--- config.mk ---
export PLATFORM = sky130hd
export DESIGN_NAME = ex_mem_stage
export DESIGN_NICKNAME = d
export VERILOG_FILES = /design/src/rtl/ex_mem_stage.sv
export SDC_FILE = /design/constraint.sdc
export NUM_CORES = 1
export LEC_CHECK = 0
export CAP_MARGIN = 20
export CORE_MARGIN = 5
export CORE_UTILIZATION = 59
export CTS_BUF_LIST = sky130_fd_sc_hd__clkbuf_2
export CTS_CLUSTER_SIZE = 30
export DETAILED_ROUTE_END_ITERATION = 6
export PLACE_DENSITY = 0.84
export SYNTH_ARGS = -nofsm -noshare
export SYNTH_HDL_FRONTEND = slang
export SYNTH_SLANG_ARGS = --single-unit
--- constraint.sdc ---
create_clock -name clk -period 8.1 [get_ports clk]
set_input_delay 2.43 -clock clk [delete_from_list [all_inputs] [get_ports clk]]
set_output_delay 2.43 -clock clk [all_outputs]
set_load 0.005 [all_outputs]
--- src/rtl/ex_mem_stage.sv ---
// ============================================================================
//  Module      : ex_mem_stage
//  Description : MIPS execute stage with EX/MEM pipeline register; single-cycle
//                ALU plus an iterative shift-add MULT that stalls upstream.
//  Revision    : 1.0 - initial release
// ============================================================================
`default_nettype none

module ex_mem_stage #(
  parameter int DATA_W = 32,
  parameter int REG_W  = 5
) (
  input  logic              clk,
  input  logic              reset,
  input  logic              flush,
  input  logic              in_valid,
  input  logic [1:0]        wb_in,
  input  logic [2:0]        m_in,
  input  logic              reg_dst,
  input  logic [2:0]        alu_op,
  input  logic              alu_src,
  input  logic [DATA_W-1:0] pc4_in,
  input  logic [DATA_W-1:0] rs_data,
  input  logic [DATA_W-1:0] rt_data,
  input  logic [DATA_W-1:0] imm_in,
  input  logic [REG_W-1:0]  rt_in,
  input  logic [REG_W-1:0]  rd_in,
  output logic              stall,
  output logic              out_valid,
  output logic [1:0]        wb_out,
  output logic [2:0]        m_out,
  output logic [DATA_W-1:0] alu_res,
  output logic [DATA_W-1:0] store_data,
  output logic [DATA_W-1:0] br_target,
  output logic              zero,
  output logic [REG_W-1:0]  write_reg
);

  localparam int                c_CNT_W    = $clog2(DATA_W);
  localparam logic [c_CNT_W-1:0] c_CNT_LAST = c_CNT_W'(DATA_W - 1);
  localparam logic [c_CNT_W-1:0] c_CNT_ONE  = c_CNT_W'(1);

  localparam logic [5:0] c_F_ADD  = 6'b100000;
  localparam logic [5:0] c_F_SUB  = 6'b100010;
  localparam logic [5:0] c_F_AND  = 6'b100100;
  localparam logic [5:0] c_F_OR   = 6'b100101;
  localparam logic [5:0] c_F_XOR  = 6'b100110;
  localparam logic [5:0] c_F_NOR  = 6'b100111;
  localparam logic [5:0] c_F_SLT  = 6'b101010;
  localparam logic [5:0] c_F_MULT = 6'b011000;

  typedef enum logic [0:0] {
    S_IDLE = 1'b0,
    S_MUL  = 1'b1
  } state_t;

  state_t              state_q;
  logic [c_CNT_W-1:0]  cnt_q;
  logic [DATA_W-1:0]   acc_q, mcand_q, mplier_q;
  logic [1:0]          cap_wb_q;
  logic [2:0]          cap_m_q;
  logic [DATA_W-1:0]   cap_store_q, cap_br_q;
  logic [REG_W-1:0]    cap_wreg_q;

  logic              out_valid_q, zero_q;
  logic [1:0]        wb_q;
  logic [2:0]        m_q;
  logic [DATA_W-1:0] alu_res_q, store_q, br_q;
  logic [REG_W-1:0]  wreg_q;

  logic [DATA_W-1:0] w_op2, alu_res_d, br_d, acc_d;
  logic [REG_W-1:0]  dest_d;
  logic              w_is_mult, w_slt;

  assign w_op2     = alu_src ? imm_in : rt_data;
  assign w_is_mult = (alu_op == 3'b010) && (imm_in[5:0] == c_F_MULT);
  assign w_slt     = $signed(rs_data) < $signed(w_op2);
  assign br_d      = pc4_in + (imm_in << 2);
  assign dest_d    = reg_dst ? rd_in : rt_in;
  // One multiplier bit consumed per cycle, LSB first
  assign acc_d     = acc_q + (mplier_q[0] ? mcand_q : '0);

  always_comb begin
    alu_res_d = '0;
    case (alu_op)
      3'b000: alu_res_d = rs_data + w_op2;
      3'b001: alu_res_d = rs_data - w_op2;
      3'b010: begin
        case (imm_in[5:0])
          c_F_ADD: alu_res_d = rs_data + w_op2;
          c_F_SUB: alu_res_d = rs_data - w_op2;
          c_F_AND: alu_res_d = rs_data & w_op2;
          c_F_OR:  alu_res_d = rs_data | w_op2;
          c_F_XOR: alu_res_d = rs_data ^ w_op2;
          c_F_NOR: alu_res_d = ~(rs_data | w_op2);
          c_F_SLT: alu_res_d = {{(DATA_W-1){1'b0}}, w_slt};
          default: alu_res_d = '0;
        endcase
      end
      3'b011: alu_res_d = rs_data & w_op2;
      3'b100: alu_res_d = rs_data | w_op2;
      3'b101: alu_res_d = {{(DATA_W-1){1'b0}}, w_slt};
      3'b110: alu_res_d = imm_in << 16;
      default: alu_res_d = '0;
    endcase
  end

  // Stall drops in the last MUL cycle so ID/EX advances on the completion edge
  assign stall = ((state_q == S_IDLE) && in_valid && w_is_mult) ||
                 ((state_q == S_MUL) && (cnt_q != c_CNT_LAST));

  always_ff @(posedge clk) begin
    if (reset) begin
      state_q     <= S_IDLE;
      cnt_q       <= '0;
      acc_q       <= '0;
      mcand_q     <= '0;
      mplier_q    <= '0;
      cap_wb_q    <= '0;
      cap_m_q     <= '0;
      cap_store_q <= '0;
      cap_br_q    <= '0;
      cap_wreg_q  <= '0;
      out_valid_q <= 1'b0;
      wb_q        <= '0;
      m_q         <= '0;
      alu_res_q   <= '0;
      store_q     <= '0;
      br_q        <= '0;
      zero_q      <= 1'b0;
      wreg_q      <= '0;
    end else if (flush) begin
      state_q     <= S_IDLE;
      cnt_q       <= '0;
      out_valid_q <= 1'b0;
      wb_q        <= '0;
      m_q         <= '0;
    end else begin
      out_valid_q <= 1'b0;
      wb_q        <= '0;
      m_q         <= '0;
      case (state_q)
        S_IDLE: begin
          if (in_valid && w_is_mult) begin
            state_q     <= S_MUL;
            cnt_q       <= '0;
            acc_q       <= '0;
            mcand_q     <= rs_data;
            mplier_q    <= w_op2;
            cap_wb_q    <= wb_in;
            cap_m_q     <= m_in;
            cap_store_q <= rt_data;
            cap_br_q    <= br_d;
            cap_wreg_q  <= dest_d;
          end else if (in_valid) begin
            out_valid_q <= 1'b1;
            wb_q        <= wb_in;
            m_q         <= m_in;
            alu_res_q   <= alu_res_d;
            store_q     <= rt_data;
            br_q        <= br_d;
            zero_q      <= (alu_res_d == '0);
            wreg_q      <= dest_d;
          end
        end
        S_MUL: begin
          acc_q    <= acc_d;
          mcand_q  <= mcand_q << 1;
          mplier_q <= mplier_q >> 1;
          cnt_q    <= cnt_q + c_CNT_ONE;
          if (cnt_q == c_CNT_LAST) begin
            state_q     <= S_IDLE;
            cnt_q       <= '0;
            out_valid_q <= 1'b1;
            wb_q        <= cap_wb_q;
            m_q         <= cap_m_q;
            alu_res_q   <= acc_d;
            store_q     <= cap_store_q;
            br_q        <= cap_br_q;
            zero_q      <= (acc_d == '0);
            wreg_q      <= cap_wreg_q;
          end
        end
        default: begin
          state_q <= S_IDLE;
          cnt_q   <= '0;
        end
      endcase
    end
  end

  assign out_valid  = out_valid_q;
  assign wb_out     = wb_q;
  assign m_out      = m_q;
  assign alu_res    = alu_res_q;
  assign store_data = store_q;
  assign br_target  = br_q;
  assign zero       = zero_q;
  assign write_reg  = wreg_q;

endmodule

`default_nettype wire

==> qor.yml, run 1 <==
timing:
  slew_viol_final: 0
  hold_viol_final: 0
  timing.fmax_mhz: 133
  worstMarginPinSlew_ns: 1.10
  holdWs_ns: 0.445
  rsz0062_at_grt: "no"
  slew_headroom: 0.264
  fin_crit_sh: 0.929
  final.setup.tns_ns: 0
  setup_viol: 0
  finClkSkew_ns: 0.0990
  fin_crit_ns: 7.52
logic_synthesis:
  yosys-mux-area-fraction: 0.0597
  synth_cell_types: 94
  synthCells: 2895
  ys_seq_area_frac: 0.260
  ys_warn_count: 0
  avgSynthCellArea_um2: 7.54
  synthAdderAreaFrac: 0.106
  ys_seq_elements: 284
  async_flop_share: 0
  synth_compound_area_frac: 0.289
  synth-edff-count: 0
  synthXorXnorAreaFrac: 0.0257
  synth-simple-area-share: 0.204
  yosys_most_used_dff: "dfxtp_1"
  synth_top_family_by_area: "compound AO/OA/AOI/OAI gates"
  syn-cell-area_um2: 21800
  synth_fp_nets: 3229
clocking:
  htreeDepth: 3
  cts_resized: 0
  clk_latency_ns: 1.05
  cts_hold_buf: 0
  cts_sinks: 284
  path_clk_slew_ns: 0.10
  cts_tree: "done"
  cts_setup_buffers: 0
  cts-root-buf: "clkbuf_2"
  cts_buffers: 77
  cts_buffer_depth: 3
worst_setup_path:
  slowest_stage: "clkdlybuf4s50_1"
  cp_common_cell: "clkdlybuf4s50_1"
  start_kind: "input pin"
  rr_startpoint: "mplier_q[0]"
  crit_fanout: 15
  critPathBufInv: 2
  required_ns: 5.67
  crit_family: "buffers and inverters"
  arrival_ns: 5.09
  endpoint_kind: "output pin"
  critPathKind: "input pin to output pin"
  rr_worst_depth: 14
  critPathMaxStageDelay_ns: 0.87
  rrSetupSlack_ns: 3.13
  crit_chain: "clkdlybuf4s50_1 > nor4bb_1 > and3_1 > a21oi_1 > nor2_1 > clkdlybuf4s50_1"
  r2r_end: "zero"
cells_and_area:
  synthToLayoutAreaGrowth_pct: 16.4
  drive_gt1_frac: 0.0664
  finalInstanceArea_um2: 25400
  mostFrequentLayoutCell: "nand2_1"
  final_cell_mix: "364 x nand2_1, 330 x nor2_1, 283 x dfxtp_1, 270 x a21oi_1, 258 x clkdlybuf4s50_1"
  final_nets: 3424
  instances_no_fill: 3607
status:
  outcome: "finished, final reports clean"
global_routing:
  grt_max_degree: 100
  grt_pass1_vias: 22900
  antenna_found_initial: 10
  overflow: 0
  grt_pass1_wl_mm: 132
  grt_util_all_layers: 0.403
place:
  hpwlAfterDp_mm: 65.8
  place_area_um2: 24700
  gp_congestion: 1.04
  port_buffers: 260
  placed_cells: 3478
drt:
  first_pass_iters: 6
  vias: 24300
  drt_iter0_markers: 3023
  remaining_drc_errors: 0
  drtAntennaViolNets: 0
  viasPerCell: 6.73
  wirelength_mm: 87.1
  wl_per_cell_um: 24.2
worst_hold_path:
  hold_class: "register to register"
  hold_depth: 2
  hold_start: "cap_br_q[15]"
  hold-path-endpoint: "br_target[15]"
floorplanning:
  die_h_um: 202
  start_util: 0.596
  core_um2: 36600
  pin_count: 261
  die-area_um2: 41000
  rows: 70
  die_x_um: 202
run:
  drv_cap: 0
pwr:
  ir_drop_uv: 121
  cellLeakagePower_uw: 0.0102
  power_density_nw_per_um2: 144
where the power goes:
group	internal, uW	switching [uW]	leakage, uW	total, uW
clock network	428	638	0.000494	1070
registers	1430	21.1	0.00230	1450
logic	438	701	0.00743	1140
area by class of cell:
cell class	instances	area (um^2)
clock buffers	98	490
inverters	121	457
well taps	468	586
flip-flops and latches	284	5690
clock inverters	24	190
fillers	2933	11200
repair buffers	313	3010
multi-input cells	2293	15000
diodes	6	15.0
cells by family after synthesis:
group,after synthesis
AND/OR/NAND/NOR,984
multiplexers,130
XOR/XNOR,64
adder cells (fa/ha/maj),182
AO/OA/AOI/OAI,933
buffers and inverters,318
flip-flops,284
how the worst max path moves through the flow:
stage / start / end / depth (start not counted)
after floorplan: alu_src / zero / 17
final: imm_in[2] / stall / 6
after detailed placement: imm_in[2] / stall / 6
after CTS: imm_in[2] / stall / 6
after global placement: imm_in[2] / stall / 6
after global routing: imm_in[2] / stall / 6
stage by stage:
step / util / total power (uW) / setup WS (ns)
after floorplan: - / 2120 / 1.55
after global placement: 0.675 / 2560 / 0.784
after detailed placement: 0.675 / 2570 / 0.660
after CTS: 0.694 / 3620 / 0.664
after global routing: 0.694 / 3810 / 0.439
final: 0.694 / 3660 / 0.576
layer usage:
layer,wire length [um],global-route usage,vias up,part of all wire
met5,60,0,-,0.00069
met4,4790,0.199,8,0.055
met3,10300,0.113,309,0.12
met2,37700,0.613,1597,0.43
met1,34300,0.526,11400,0.39
li1,-,-,10900,-
worst min-delay path, stage by stage, from the launching register on:
cell	delay [ns]
dfxtp_1	0.32
nand2_1	0.05
a311oi_1	0.07
synthesized netlist by cell type, types with 25 or more instances:
cell | number | share of area
dfxtp_1 | 284 | 0.26
nand3_1 | 25 | 0.0057
xnor2_1 | 43 | 0.017
nor2b_1 | 32 | 0.0092
nor2_1 | 332 | 0.057
and2_1 | 42 | 0.012
clkbuf_1 | 162 | 0.028
nor3_1 | 42 | 0.0096
a221oi_1 | 26 | 0.010
mux2i_1 | 128 | 0.059
a21o_1 | 40 | 0.014
nand2_1 | 364 | 0.063
a22oi_1 | 36 | 0.012
nand2b_1 | 27 | 0.0077
a21oi_1 | 270 | 0.062
o21bai_1 | 25 | 0.0086
inv_1 | 121 | 0.021
ha_1 | 178 | 0.10
o211ai_1 | 63 | 0.022
a211oi_1 | 109 | 0.037
o21ai_0 | 125 | 0.029
Power figures use the tool's default switching activity.
==> run 2: changes to the inputs <==
- ABC_CLOCK_PERIOD_IN_PS: not set -> 8100
- CTS_BUF_LIST: sky130_fd_sc_hd__clkbuf_2 -> sky130_fd_sc_hd__clkbuf_8
- SLEW_MARGIN: not set -> 10
==> run 2 against run 1 <==
Effect of this change:
- critical path depth unchanged
- design area up 1.1%
- utilization up 0.75 points
- via count down 1.2%
- first-iteration DRC count up 3.3%
- highest routed layer unchanged
==> qor.yml, run 2 (synthesis gave the netlist of run 1 again) <==
status:
  outcome: "finished, final reports clean"
timing:
  holdWs_ns: 0.452
  final.setup.tns_ns: 0
  finClkSkew_ns: 0.0360
  fin_crit_ns: 7.51
  rsz0062_at_grt: "no"
  setup_viol: 0
  slew_headroom: 0.239
  timing.fmax_mhz: 133
  slew_viol_final: 0
  worstMarginPinSlew_ns: 1.14
  worst_slack_ns: 0.595
  fin_crit_sh: 0.927
  hold_viol_final: 0
pwr:
  ir_drop_uv: 134
  switching_share: 0.344
  p_comb_frac: 0.290
  pwr-share-seq: 0.369
  p_sw_uw: 1360
  power_density_nw_per_um2: 153
  power.total_uw: 3940
  pwr-share-clk: 0.341
  cellLeakagePower_uw: 0.0103
  p_int_uw: 2590
worst_setup_path:
  required_ns: 5.67
  arrival_ns: 5.08
  crit_family: "buffers and inverters"
  crit_fanout: 15
  slowest_stage: "clkdlybuf4s50_1"
  critPathMaxStageDelay_ns: 0.84
  cp_common_cell: "clkdlybuf4s50_1"
  crit_chain: "clkdlybuf4s50_1 > nor4bb_1 > and3_1 > a21oi_1 > nor2_1 > clkdlybuf4s50_1"
  critPathBufInv: 2
  endpoint_kind: "output pin"
  critPathKind: "input pin to output pin"
  start_kind: "input pin"
drt:
  wirelength_mm: 87.7
  vias: 24000
  drt_iter0_markers: 3122
  viasPerCell: 6.73
  drtAntennaViolNets: 0
  wl_per_cell_um: 24.6
  first_pass_iters: 7
  remaining_drc_errors: 0
clocking:
  cts-root-buf: "clkbuf_8"
  path_clk_slew_ns: 0.06
  cts_tree: "done"
  htreeDepth: 2
  cts_hold_buf: 0
  cts_buffer_depth: 3
  clk_latency_ns: 0.65
  cts_setup_buffers: 0
  cts_buffers: 47
  cts_sinks: 284
  cts_resized: 0
floorplanning:
  die_x_um: 202
  die_h_um: 202
  die-area_um2: 41000
  core_um2: 36600
  rows: 70
  pin_count: 261
  start_util: 0.596
cells_and_area:
  final_cell_mix: "364 x nand2_1, 330 x nor2_1, 283 x dfxtp_1, 270 x a21oi_1, 258 x clkdlybuf4s50_1"
  drive_gt1_frac: 0.0547
  ff_latch_area_um2: 5690
  synthToLayoutAreaGrowth_pct: 17.7
  multiInputGateArea_um2: 15000
  final_nets: 3394
  mostFrequentLayoutCell: "nand2_1"
  instances_no_fill: 3563
  fillerInstances: 2858
global_routing:
  antenna_found_initial: 7
  overflow: 0
  grt_pass1_vias: 22700
  grt_util_all_layers: 0.406
  grt_pass1_wl_mm: 133
  grt_max_degree: 100
place:
  placed_cells: 3478
  gp_congestion: 1.04
  port_buffers: 260
  dp_worst_setup_slack_ns: 0.660
  hpwlAfterDp_mm: 65.8
run:
  drv_cap: 0
worst_hold_path:
  hold_class: "register to register"
[run 2: cell type report]
class / instances / area share
clock buffers: 55 / 0.0295
diodes: 5 / 0.000487
inverters: 121 / 0.0178
multi-input cells: 2293 / 0.583
well taps: 468 / 0.0228
flip-flops and latches: 284 / 0.221
clock inverters: 24 / 0.00784
repair buffers: 313 / 0.117
[run 2: final timing paths]
| kind | start | to | slack (ns) | cells after the start |
|---|---|---|---|---|
| worst max-delay path | imm_in[2] | stall | 0.59 | 6 |
| worst min-delay path | alu_res[13] | alu_res[13] | 0.45 | 2 |
| worst max register to register | mplier_q[0] | zero | 3.22 | 14 |
| worst min register to register | alu_res[13] | alu_res[13] | 0.45 | 2 |
[run 2: worst min-delay path, delay by kind of cell (launching register included)]
kind / cells / cell delay (ns)
simple gates: 1 / 0.05
flops: 1 / 0.31
compound gates: 1 / 0.05
[run 2: stage by stage]
stage,area [um^2],utilization
6_report,25700,0.702
5_1_grt,25700,0.702
4_1_cts,25700,0.701
3_5_place_dp,24700,0.675
3_3_place_gp,24700,0.675
2_1_floorplan,21800,-
[run 2: routing by layer]
metal	track usage	part of all wire	up-vias
li1	-	-	10800
met5	0	0.00062	-
met4	0.187	0.052	4
met2	0.623	0.44	1557
met3	0.112	0.12	316
met1	0.534	0.39	11300
[run 2: power by group through the flow]
stage / logic, uW / registers (uW) / clock network [uW]
after floorplan: 640 / 1480 / 0
after global placement: 1070 / 1480 / 0
after detailed placement: 1090 / 1480 / 0
after CTS: 1100 / 1450 / 1350
after global routing: 1210 / 1460 / 1410
final: 1140 / 1450 / 1350
